--- config.mk ---
export PLATFORM = sky130hd
export DESIGN_NAME = fifo_write_arbiter
export DESIGN_NICKNAME = d
export VERILOG_FILES = /design/src/rtl/fifo_arb_pkg.sv /design/src/rtl/rr_pick.sv /design/src/rtl/fifo_write_arbiter.sv
export SDC_FILE = /design/constraint.sdc
export NUM_CORES = 1
export LEC_CHECK = 0
export CAP_MARGIN = 5
export CORE_MARGIN = 1.5
export CORE_UTILIZATION = 37
export DETAILED_ROUTE_END_ITERATION = 10
export PLACE_DENSITY = 0.82
export SKIP_CTS_REPAIR_TIMING = 1
export SYNTH_ARGS = -nofsm -noshare
export SYNTH_HDL_FRONTEND = slang
export SYNTH_SLANG_ARGS = --single-unit
--- constraint.sdc ---
create_clock -name clk -period 4.45 [get_ports clk]
set_clock_uncertainty 0.2 [all_clocks]
set_input_delay 0.89 -clock clk [delete_from_list [all_inputs] [get_ports clk]]
set_output_delay 0.89 -clock clk [all_outputs]
set_load 0.005 [all_outputs]
--- src/rtl/fifo_arb_pkg.sv ---
// Shared types and defaults for the fifo write-port arbiter.
package fifo_arb_pkg;

  typedef enum logic {
    IDLE  = 1'b0,
    BURST = 1'b1
  } arb_state_e;

  localparam int unsigned DEF_NUM_REQ   = 4;
  localparam int unsigned DEF_DATA_W    = 8;
  localparam int unsigned DEF_BURST_MAX = 4;

  function automatic int unsigned idx_w(input int unsigned n);
    return (n > 1) ? $clog2(n) : 1;
  endfunction

endpackage

--- src/rtl/rr_pick.sv ---
// Combinational round-robin picker: first set request after i_last, wrapping.
module rr_pick
  import fifo_arb_pkg::*;
#(
  parameter  int unsigned NUM_REQ = DEF_NUM_REQ,
  localparam int unsigned IW      = idx_w(NUM_REQ)
) (
  input  logic [NUM_REQ-1:0] i_req,
  input  logic [IW-1:0]      i_last,
  output logic               o_valid,
  output logic [IW-1:0]      o_winner
);

  int unsigned w_cand;

  // Scan from farthest to nearest so the closest requester after i_last wins.
  always_comb begin
    o_valid  = 1'b0;
    o_winner = i_last;
    w_cand   = 0;
    for (int unsigned k = NUM_REQ; k >= 1; k--) begin
      w_cand = (int'(i_last) + k) % NUM_REQ;
      if (i_req[w_cand]) begin
        o_valid  = 1'b1;
        o_winner = IW'(w_cand);
      end
    end
  end

endmodule

--- src/rtl/fifo_write_arbiter.sv ---
// Round-robin, burst-locked sharing of one fifo write port among NUM_REQ producers.
module fifo_write_arbiter
  import fifo_arb_pkg::*;
#(
  parameter  int unsigned NUM_REQ   = DEF_NUM_REQ,
  parameter  int unsigned DATA_W    = DEF_DATA_W,
  parameter  int unsigned BURST_MAX = DEF_BURST_MAX,
  localparam int unsigned OW        = idx_w(NUM_REQ),
  localparam int unsigned CW        = $clog2(BURST_MAX) + 1
) (
  input  logic                      clk,
  input  logic                      rst_n,
  input  logic [NUM_REQ-1:0]        req,
  input  logic [NUM_REQ*DATA_W-1:0] req_data,
  output logic [NUM_REQ-1:0]        gnt,
  input  logic                      fifo_full,
  output logic                      fifo_wen,
  output logic [DATA_W-1:0]         fifo_wdata,
  output logic [OW-1:0]             owner,
  output logic                      busy
);

  arb_state_e    r_state, w_nxt_state;
  logic [OW-1:0] r_owner, w_nxt_owner;
  logic [CW-1:0] r_beat_cnt, w_nxt_cnt;
  logic          w_accept;
  logic          w_pick_valid;
  logic [OW-1:0] w_pick_idx;

  rr_pick #(.NUM_REQ(NUM_REQ)) u_pick (
    .i_req    (req),
    .i_last   (r_owner),
    .o_valid  (w_pick_valid),
    .o_winner (w_pick_idx)
  );

  always_ff @(posedge clk or negedge rst_n) begin
    if (!rst_n) begin
      r_state    <= IDLE;
      r_owner    <= OW'(NUM_REQ - 1);
      r_beat_cnt <= '0;
    end else begin
      r_state    <= w_nxt_state;
      r_owner    <= w_nxt_owner;
      r_beat_cnt <= w_nxt_cnt;
    end
  end

  always_comb begin
    w_nxt_state = r_state;
    w_nxt_owner = r_owner;
    w_nxt_cnt   = r_beat_cnt;
    w_accept    = 1'b0;
    unique case (r_state)
      IDLE: begin
        if (w_pick_valid) begin
          w_nxt_state = BURST;
          w_nxt_owner = w_pick_idx;
          w_nxt_cnt   = '0;
        end
      end
      BURST: begin
        w_accept = req[r_owner] && !fifo_full;
        if (!req[r_owner]) begin
          w_nxt_state = IDLE;
        end else if (w_accept) begin
          if (r_beat_cnt == CW'(BURST_MAX - 1)) begin
            w_nxt_state = IDLE;
            w_nxt_cnt   = '0;
          end else begin
            w_nxt_cnt = r_beat_cnt + CW'(1);
          end
        end
      end
      default: w_nxt_state = IDLE;
    endcase
  end

  always_comb begin
    gnt = '0;
    if (w_accept) gnt[r_owner] = 1'b1;
  end

  assign fifo_wen   = w_accept;
  assign fifo_wdata = req_data[r_owner*DATA_W +: DATA_W];
  assign owner      = r_owner;
  assign busy       = (r_state == BURST);

endmodule

==> results.sh, run 1 <==
export IMPL_core_um2=1960
export IMPL_synth_area_um2=777
export IMPL_r2r_end="owner[0]"
export IMPL_path_cells="clkdlybuf4s50_1 -> mux4_2 -> inv_2 -> nor3b_2 -> and2_1 -> clkdlybuf4s50_1"
export IMPL_numClockSinks=6
export IMPL_max_cap_viol_count=0
export IMPL_p_sw_mw=0.243
export IMPL_syn_mean_instance_area_um2=10.4
export IMPL_antenna_found_initial=0
export IMPL_grt_most_used_layer="met2"
export IMPL_clk_pin_slew_worst_paths_ns=0.05
export IMPL_drtPass1Iterations=4
export IMPL_min_period_ns=3.91
export IMPL_antenna_left=0
export IMPL_synth_edff_count=0
export IMPL_grt_use_met3_pct=7.67
export IMPL_met2_usage_pct=35.6
export IMPL_rows=16
export IMPL_async_flop_share_pct=100
export IMPL_p_clk_share_pct=8.0
export IMPL_fin_total_pwr_mw=0.650
export IMPL_reg2reg_depth=5
export IMPL_hold_slack_ns=0.302
export IMPL_fillers=166
export IMPL_die_area_um2=2380
export IMPL_max_stage_delay_ns=0.61
export IMPL_drv_slew=0
export IMPL_run_status="finished clean"
export IMPL_synth_nets=119
export IMPL_post_synth_num_cell_types=34
export IMPL_min_delay_start="r_beat_cnt[0]"
export IMPL_portBuffers=54
export IMPL_worstHoldPathCells=1
export IMPL_postSynthCellCount=75
export IMPL_peakVddDrop_mv=0.463
export IMPL_gp_routability_congestion=0.787
export IMPL_numCtsBuffers=3
export IMPL_fmax_mhz=256
export IMPL_p_sw_share_pct=37.4
export IMPL_via_count=793
export IMPL_pin_count=55
export IMPL_crit_arrival_ns=2.82
export IMPL_setup_violations=0
export IMPL_p_leak_nw=0.518
export IMPL_yosysSeqAreaShare_pct=19.6
export IMPL_pwr_share_comb_pct=65.8
export IMPL_nets=171
export IMPL_cpMaxStageDelayCell="clkdlybuf4s50_1"
export IMPL_cts_tree="built"
export IMPL_clk_path_buf_depth=2
export IMPL_drt_iter0_markers=14
export IMPL_remaining_drc_errors=0
export IMPL_power_density_nw_per_um2=487
export IMPL_met1_usage_pct=27.3
export IMPL_cp_start_kind="input pin"
export IMPL_multi_input_area_um2=569
export IMPL_die_w_um=48.8
export IMPL_antenna_cells=0
export IMPL_cp_end_kind="output port"
export IMPL_slew_headroom_pct=66.8
export IMPL_grt_pass1_wl_mm=3.88
export IMPL_crit_top_cell="clkdlybuf4s50_1"
export IMPL_yosysWarningCount=0
export IMPL_crit_type="in2out"
export IMPL_dieHeight_um=48.8
export IMPL_hold_violations=0
export IMPL_grt_max_degree=22
export IMPL_routed_wl_mm=2.46
export IMPL_reg2reg_slack_ns=2.13
export IMPL_clock_latency_ns=0.26
export IMPL_r2r_start="owner[0]"
export IMPL_initial_utilization_pct=39.6
export IMPL_worst_slew_pin_slew_ns=0.498
export IMPL_grt_pass1_vias=735
export IMPL_areaGrowthSynthToFinish_pct=71.7
export IMPL_ys_flop_type="dfrtp_1"
export IMPL_p_seq_share_pct=26.1
export IMPL_drive_gt1_share_pct=12.0
export IMPL_vias_per_cell=5.22
export IMPL_finalSetupTns_ns=0
export IMPL_ys_seq_elements=6
export IMPL_grt_usage_pct=21.6
export IMPL_grt_overflow=0
export IMPL_wl_per_cell_um=16.2
export IMPL_hold_path_end="r_beat_cnt[0]"
export IMPL_rsz0062_at_grt="no"
export IMPL_intPower_mw=0.407
export IMPL_regArea_um2=153
export IMPL_clock_root_buffer="clkbuf_4"
export IMPL_min_path_type="reg2reg"
export IMPL_worst_ep_required_time_ns=3.36
export IMPL_htree_levels=1
export IMPL_crit_fanout=7
export IMPL_dp_hpwl_mm=2.01
export IMPL_finalCritPeriodShare_pct=87.9
==> per-layer routing <==
metal / vias to the layer above / routed length (um)
met5: - / 0
li1: 388 / -
met2: 35 / 1200
met3: 3 / 139
met4: 0 / 19
met1: 367 / 1100
==> state kept, by name (all words and copies together) (netlist names) <==
name and cells:
r_beat_cnt 3, busy 1, owner 2
==> layout by cell type, fill, tap and decap left out, types with 3 or more instances in the layout <==
master	synthesis	final
clkbuf_4	0	3
ha_1	5	5
dfrtp_1	4	4
clkdlybuf4s50_1	0	54
and2_1	4	4
inv_1	3	3
nand2b_1	3	3
o21ai_0	3	3
mux4_2	7	7
nor2_1	4	4
nor3b_1	3	3
a21oi_1	3	3
mux2i_1	4	4
==> through the flow <==
step / cells / setup slack [ns] / utilization [%] / area, um2
3_5_place_dp: 149 / 0.550 / 66.8 / 1310
4_1_cts: 152 / 0.550 / 68.0 / 1330
6_report: 152 / 0.541 / 68.0 / 1330
3_3_place_gp: 149 / 0.628 / 66.8 / 1310
2_1_floorplan: 75 / 1.55 / - / 777
5_1_grt: 152 / 0.414 / 68.0 / 1330
==> synth_stat cells (all sizes together), types with 2 or more instances <==
library cell  n  area, um2
mux4          9        210
buf           5       31.3
ha            5       62.6
and2          4       25.0
dfrtp         4        100
inv           4       15.0
mux2i         4       40.0
nor2          4       15.0
nor3b         4       35.0
a21oi         3       15.0
nand2b        3       18.8
o21ai         3       15.0
a31oi         2       12.5
clkbuf        2       8.75
dfstp         2       52.6
nand2         2       7.51
nor2b         2       20.0
nor3          2       10.0
o41ai         2       17.5
==> how the worst max path moves through the flow <==
| stage | from | endpoint | slack, ns | cells past startpoint |
|---|---|---|---|---|
| floorplan | req[3] | gnt[0] | 1.55 | 5 |
| global placement | req[3] | gnt[0] | 0.63 | 6 |
| detailed placement | req[2] | gnt[0] | 0.55 | 6 |
| CTS | req[3] | gnt[0] | 0.55 | 6 |
| global route | req[3] | gnt[0] | 0.41 | 6 |
| finish | req[1] | gnt[0] | 0.54 | 6 |
==> worst max-delay path, delay by kind of cell <==
kind	cells	cell delay [ns]
buf+inv	3	1.18
mux	1	0.31
simple gates	2	0.44
==> area by class of cell <==
| type | instances | area share, % |
|---|---|---|
| sequential | 6 | 11.4 |
| multi-input combinational | 58 | 42.7 |
| clock buffer | 3 | 1.69 |
| inverter | 4 | 1.13 |
| timing repair buffer | 54 | 40.5 |
| tap | 27 | 2.53 |
==> power groups by stage <==
stage / registers, mW / logic (mW) / clock network, mW
final: 0.170 / 0.428 / 0.0522
after detailed placement: 0.172 / 0.430 / 0
after floorplan: 0.103 / 0.306 / 0
after CTS: 0.172 / 0.430 / 0.0546
after global placement: 0.170 / 0.413 / 0
after global routing: 0.180 / 0.460 / 0.0583
==> logic make-up after synthesis <==
kind of cell	Yosys count	synth area share [%]
compound gates	17	14.7
fa+ha+maj	5	8.05
buf+inv	11	7.08
flops	6	19.6
mux	13	32.2
simple gates	23	18.4
Power figures use the tool's default switching activity.
==> run 2, diff against run 1 <==
Settings changed: ABC_AREA set to 1, REMOVE_ABC_BUFFERS set to 1.
==> results.sh, run 2 <==
export IMPL_cp_start_kind="input pin"
export IMPL_postSynthCellCount=134
export IMPL_setup_violations=0
export IMPL_clk_pin_slew_worst_paths_ns=0.05
export IMPL_htree_levels=1
export IMPL_numCtsBuffers=3
export IMPL_max_cap_viol_count=0
export IMPL_syn_mean_instance_area_um2=5.76
export IMPL_drive_gt1_share_pct=6.99
export IMPL_antenna_found_initial=0
export IMPL_peakVddDrop_mv=0.343
export IMPL_synth_most_common_cell="nand2_1"
export IMPL_rows=16
export IMPL_slew_headroom_pct=69.1
export IMPL_ys_flop_type="dfrtp_1"
export IMPL_post_synth_num_cell_types=21
export IMPL_core_um2=1960
export IMPL_final_cell_mix="54 x clkdlybuf4s50_1, 31 x nand2_1, 22 x nor2_1, 17 x o21ai_0, 16 x inv_1"
export IMPL_grt_use_met3_pct=4.63
export IMPL_grt_pass1_wl_mm=4.67
export IMPL_min_path_type="reg2reg"
export IMPL_async_flop_share_pct=100
export IMPL_reg2reg_slack_ns=2.02
export IMPL_clk_path_buf_depth=2
export IMPL_gp_routability_congestion=0.806
export IMPL_die_w_um=48.7
export IMPL_p_leak_nw=0.618
export IMPL_fillers=192
export IMPL_rsz0062_at_grt="no"
export IMPL_grt_overflow=0
export IMPL_worstHoldPathCells=2
export IMPL_yosysWarningCount=0
export IMPL_nets=231
export IMPL_die_area_um2=2370
export IMPL_grt_usage_pct=25.0
export IMPL_drv_slew=0
export IMPL_remaining_drc_errors=0
export IMPL_areaGrowthSynthToFinish_pct=73.1
export IMPL_worst_slack_ns=0.736
export IMPL_cts_tree="built"
export IMPL_initial_utilization_pct=39.3
export IMPL_drt_iter0_markers=26
export IMPL_antenna_cells=0
export IMPL_run_status="finished clean"
export IMPL_portBuffers=54
export IMPL_largest_reg_flops=3
export IMPL_finalSetupTns_ns=0
export IMPL_crit_fanout=7
export IMPL_numClockSinks=6
export IMPL_via_count=1069
export IMPL_synthTopCellsByArea="nand2_1 15%, dfrtp_1 13%, o21ai_0 11%"
export IMPL_power_density_nw_per_um2=584
export IMPL_worst_slew_pin_slew_ns=0.464
export IMPL_worst_ep_required_time_ns=3.36
export IMPL_crit_arrival_ns=2.62
export IMPL_antenna_left=0
export IMPL_synth_edff_count=0
export IMPL_ys_seq_elements=6
export IMPL_r2r_end="owner[0]"
export IMPL_pin_count=55
export IMPL_finalCritPeriodShare_pct=83.5
export IMPL_reg2reg_depth=10
export IMPL_clock_latency_ns=0.26
export IMPL_dp_hpwl_mm=2.06
export IMPL_clock_root_buffer="clkbuf_4"
export IMPL_routed_wl_mm=2.69
export IMPL_met1_usage_pct=26.9
export IMPL_synthTopCellsByCount="31 x nand2_1, 22 x nor2_1, 17 x o21ai_0, 16 x inv_1, 10 x nand3_1"
export IMPL_fmax_mhz=269
export IMPL_yosysSeqAreaShare_pct=19.8
export IMPL_synth_top_area_share_pct=15.1
export IMPL_crit_type="in2out"
export IMPL_yosys_area_top_type="nand2_1"
export IMPL_dieHeight_um=48.7
export IMPL_min_period_ns=3.71
export IMPL_drtPass1Iterations=4
export IMPL_r2r_start="owner[0]"
export IMPL_cp_end_kind="output port"
export IMPL_hold_path_end="r_beat_cnt[2]"
export IMPL_min_delay_start="r_beat_cnt[2]"
export IMPL_regMostFlops="r_beat_cnt"
export IMPL_synth_area_um2=772
export IMPL_dp_slack_ns=0.744
export IMPL_met2_usage_pct=47.5
export IMPL_grt_most_used_layer="met2"
export IMPL_hold_violations=0
export IMPL_final_common_cell="clkdlybuf4s50_1"
export IMPL_grt_max_degree=27
export IMPL_vias_per_cell=5.02
export IMPL_startpoint="req[1]"
export IMPL_grt_pass1_vias=1064
export IMPL_wl_per_cell_um=12.6
==> run 2: power breakdown <==
part / switching [mW] / internal (mW) / total (mW)
clock: 0.0224 / 0.0341 / 0.0565
sequential: 0.0638 / 0.0848 / 0.149
combinational: 0.294 / 0.281 / 0.575
==> run 2: worst max path at each step <==
stage	cells past startpoint	endpoint	slack, ns
2_1_floorplan	8	gnt[0]	1.78
3_3_place_gp	10	gnt[0]	0.80
3_5_place_dp	10	gnt[1]	0.74
4_1_cts	10	gnt[1]	0.74
5_1_grt	9	gnt[2]	0.50
6_report	10	gnt[3]	0.74
==> run 2: cell families (layout without fill, tap and decap cells) <==
family          count (synthesis)  after routing  synth area share (%)
fa+ha+maj                       5              5                  8.10
simple gates                   73             73                  40.4
flops                           6              6                  19.8
buf+inv                        23             75                  13.0
compound gates                 27             27                  18.8
==> run 2: layer usage <==
metal,routed length [um],share of wire (%)
met1,1070,40
met2,1480,55
met3,74,2.7
met4,70,2.6
met5,0,0
==> run 2: final cells by class <==
| cell class | count | area [um2] | area share [%] |
|---|---|---|---|
| clock buffer | 4 | 26.3 | 1.97 |
| timing repair buffer | 54 | 541 | 40.4 |
| sequential | 6 | 153 | 11.4 |
| multi-input combinational | 105 | 519 | 38.9 |
| tap | 27 | 33.8 | 2.53 |
| inverter | 17 | 63.8 | 4.78 |
==> run 2: critical path: stages <==
cell	delay, ns
clkdlybuf4s50_1	0.49
inv_1	0.05
nand2_1	0.07
nand2_1	0.07
nand2_1	0.07
nand3_1	0.10
nor2_2	0.13
inv_1	0.13
nor2_1	0.11
clkdlybuf4s50_1	0.51
==> run 2: per-stage QoR <==
step           hold WS (ns)  instance area [um2]  power, mW  util, %  instances
2_1_floorplan         0.272                  736      0.452        -        128
3_3_place_gp          0.316                 1310      0.696     66.8        209
3_5_place_dp          0.314                 1310      0.720     66.8        209
4_1_cts               0.337                 1340      0.780     68.1        213
5_1_grt               0.367                 1340      0.871     68.1        213
6_report              0.332                 1340      0.780     68.1        213
==> run 3, diff against run 2 <==
Settings changed: CORE_UTILIZATION 37 to 31, PLACE_DENSITY 0.82 to 0.73.
Clock period 4.45 ns to 3.2 ns, I/O delays scaled along.
==> results.sh, run 3 (synthesized netlist as in run 2, its figures left out) <==
export IMPL_run_status="finished clean"
export IMPL_grt_max_degree=23
export IMPL_final_common_cell="clkdlybuf4s50_1"
export IMPL_routed_wl_mm=2.55
export IMPL_grt_overflow=0
export IMPL_via_count=1065
export IMPL_crit_arrival_ns=2.26
export IMPL_cts_tree="built"
export IMPL_clk_pin_slew_worst_paths_ns=0.05
export IMPL_cp_end_kind="output port"
export IMPL_worst_slew_pin_slew_ns=0.348
export IMPL_crit_type="in2out"
export IMPL_gp_routability_congestion=0.860
export IMPL_die_area_um2=2800
export IMPL_cpMaxStageDelayCell="clkdlybuf4s50_1"
export IMPL_vias_per_cell=4.91
export IMPL_hold_violations=0
export IMPL_crit_fanout=7
export IMPL_die_w_um=52.9
export IMPL_wl_per_cell_um=11.8
export IMPL_dp_cells=213
export IMPL_cp_start_kind="input pin"
export IMPL_setup_violations=0
export IMPL_portBuffers=54
export IMPL_antenna_left=0
export IMPL_areaGrowthSynthToFinish_pct=77.1
export IMPL_dp_slack_ns=0.0152
export IMPL_antenna_found_initial=0
export IMPL_dieHeight_um=52.9
export IMPL_clock_root_buffer="clkbuf_4"
export IMPL_worst_slack_ns=0.103
export IMPL_max_stage_delay_ns=0.50
export IMPL_max_cap_viol_count=0
export IMPL_grt_usage_pct=19.1
export IMPL_path_cells="clkdlybuf4s50_1 -> inv_1 -> nand2_1 -> nand2_1 -> nand2_1 -> nand3_1 -> nor2_2 -> inv_2 -> nor2_1 -> clkdlybuf4s50_1"
export IMPL_fmax_mhz=323
export IMPL_clk_path_buf_depth=2
export IMPL_nets=234
export IMPL_drv_slew=0
export IMPL_drt_iter0_markers=13
export IMPL_power_density_nw_per_um2=802
export IMPL_peakVddDrop_mv=0.427
export IMPL_regMostFlops="r_beat_cnt"
export IMPL_min_period_ns=3.10
export IMPL_worst_ep_required_time_ns=2.36
export IMPL_remaining_drc_errors=0
export IMPL_largest_reg_flops=3
export IMPL_htree_levels=1
export IMPL_p_leak_nw=0.678
export IMPL_pin_count=55
export IMPL_finalCritPeriodShare_pct=96.8
export IMPL_min_path_type="reg2reg"
export IMPL_grt_pass1_wl_mm=4.01
export IMPL_crit_top_cell="nand2_1"
export IMPL_drtPass1Iterations=4
export IMPL_antenna_cells=0
export IMPL_final_cell_mix="51 x clkdlybuf4s50_1, 31 x nand2_1, 22 x nor2_1, 17 x o21ai_0, 15 x inv_1"
export IMPL_rows=17
export IMPL_grt_pass1_vias=948
export IMPL_numCtsBuffers=3
export IMPL_numClockSinks=6
export IMPL_core_um2=2280
export IMPL_hold_slack_ns=0.308
export IMPL_dp_hpwl_mm=1.95
export IMPL_clock_latency_ns=0.26
export IMPL_drive_gt1_share_pct=8.99
export IMPL_slew_headroom_pct=76.7
export IMPL_finalNonFillerCells=217
export IMPL_initial_utilization_pct=33.9
-- run 3: layout make-up --
type,instances,area (um2)
fillers,229,908
repair buffers,57,571
multi-input cells,105,519
flip-flops and latches,6,153
inverters,17,63.8
well taps,28,35.0
clock buffers,4,26.3
-- run 3: path summary, 6_finish.rpt --
path	slack, ns	cells past startpoint	endpoint	from
setup / recovery	0.10	10	gnt[1]	req[0]
hold reg to reg	0.31	2	r_beat_cnt[1]	r_beat_cnt[1]
min in group asynchronous	0.41	1	r_beat_cnt[1]	rst_n
hold / removal	0.31	2	r_beat_cnt[1]	r_beat_cnt[1]
max in group asynchronous	2.11	1	owner[0]	rst_n
setup reg to reg	0.97	11	owner[1]	owner[1]
-- run 3: through the flow --
step,power (mW),setup TNS (ns),area (um2),utilization [%]
detailed placement,1.02,0,1330,58.6
floorplan,0.628,0,736,-
global placement,0.996,0,1330,58.6
CTS,1.11,0,1360,59.8
finish,1.10,0,1370,60.1
global route,1.22,-0.00856,1370,60.1
-- run 3: report_power, final --
group / leakage (nW) / switching [mW] / internal, mW
clock: 0.0150 / 0.0325 / 0.0475
sequential: 0.0727 / 0.0531 / 0.117
combinational: 0.590 / 0.435 / 0.411
-- run 3: critical path, delay by kind of cell --
kind                   cells  cell delay, ns
buffers and inverters      4            1.09
AND/OR/NAND/NOR            6            0.52
-- run 3: metal layers --
metal  vias up  part of all wire [%]  GRT usage (%)
met4         0                   1.9           5.56
met2        33                    48           33.1
met5         -                     0              0
met1       476                    44           22.8
li1        550                     -              -
met3         6                   6.0           5.37
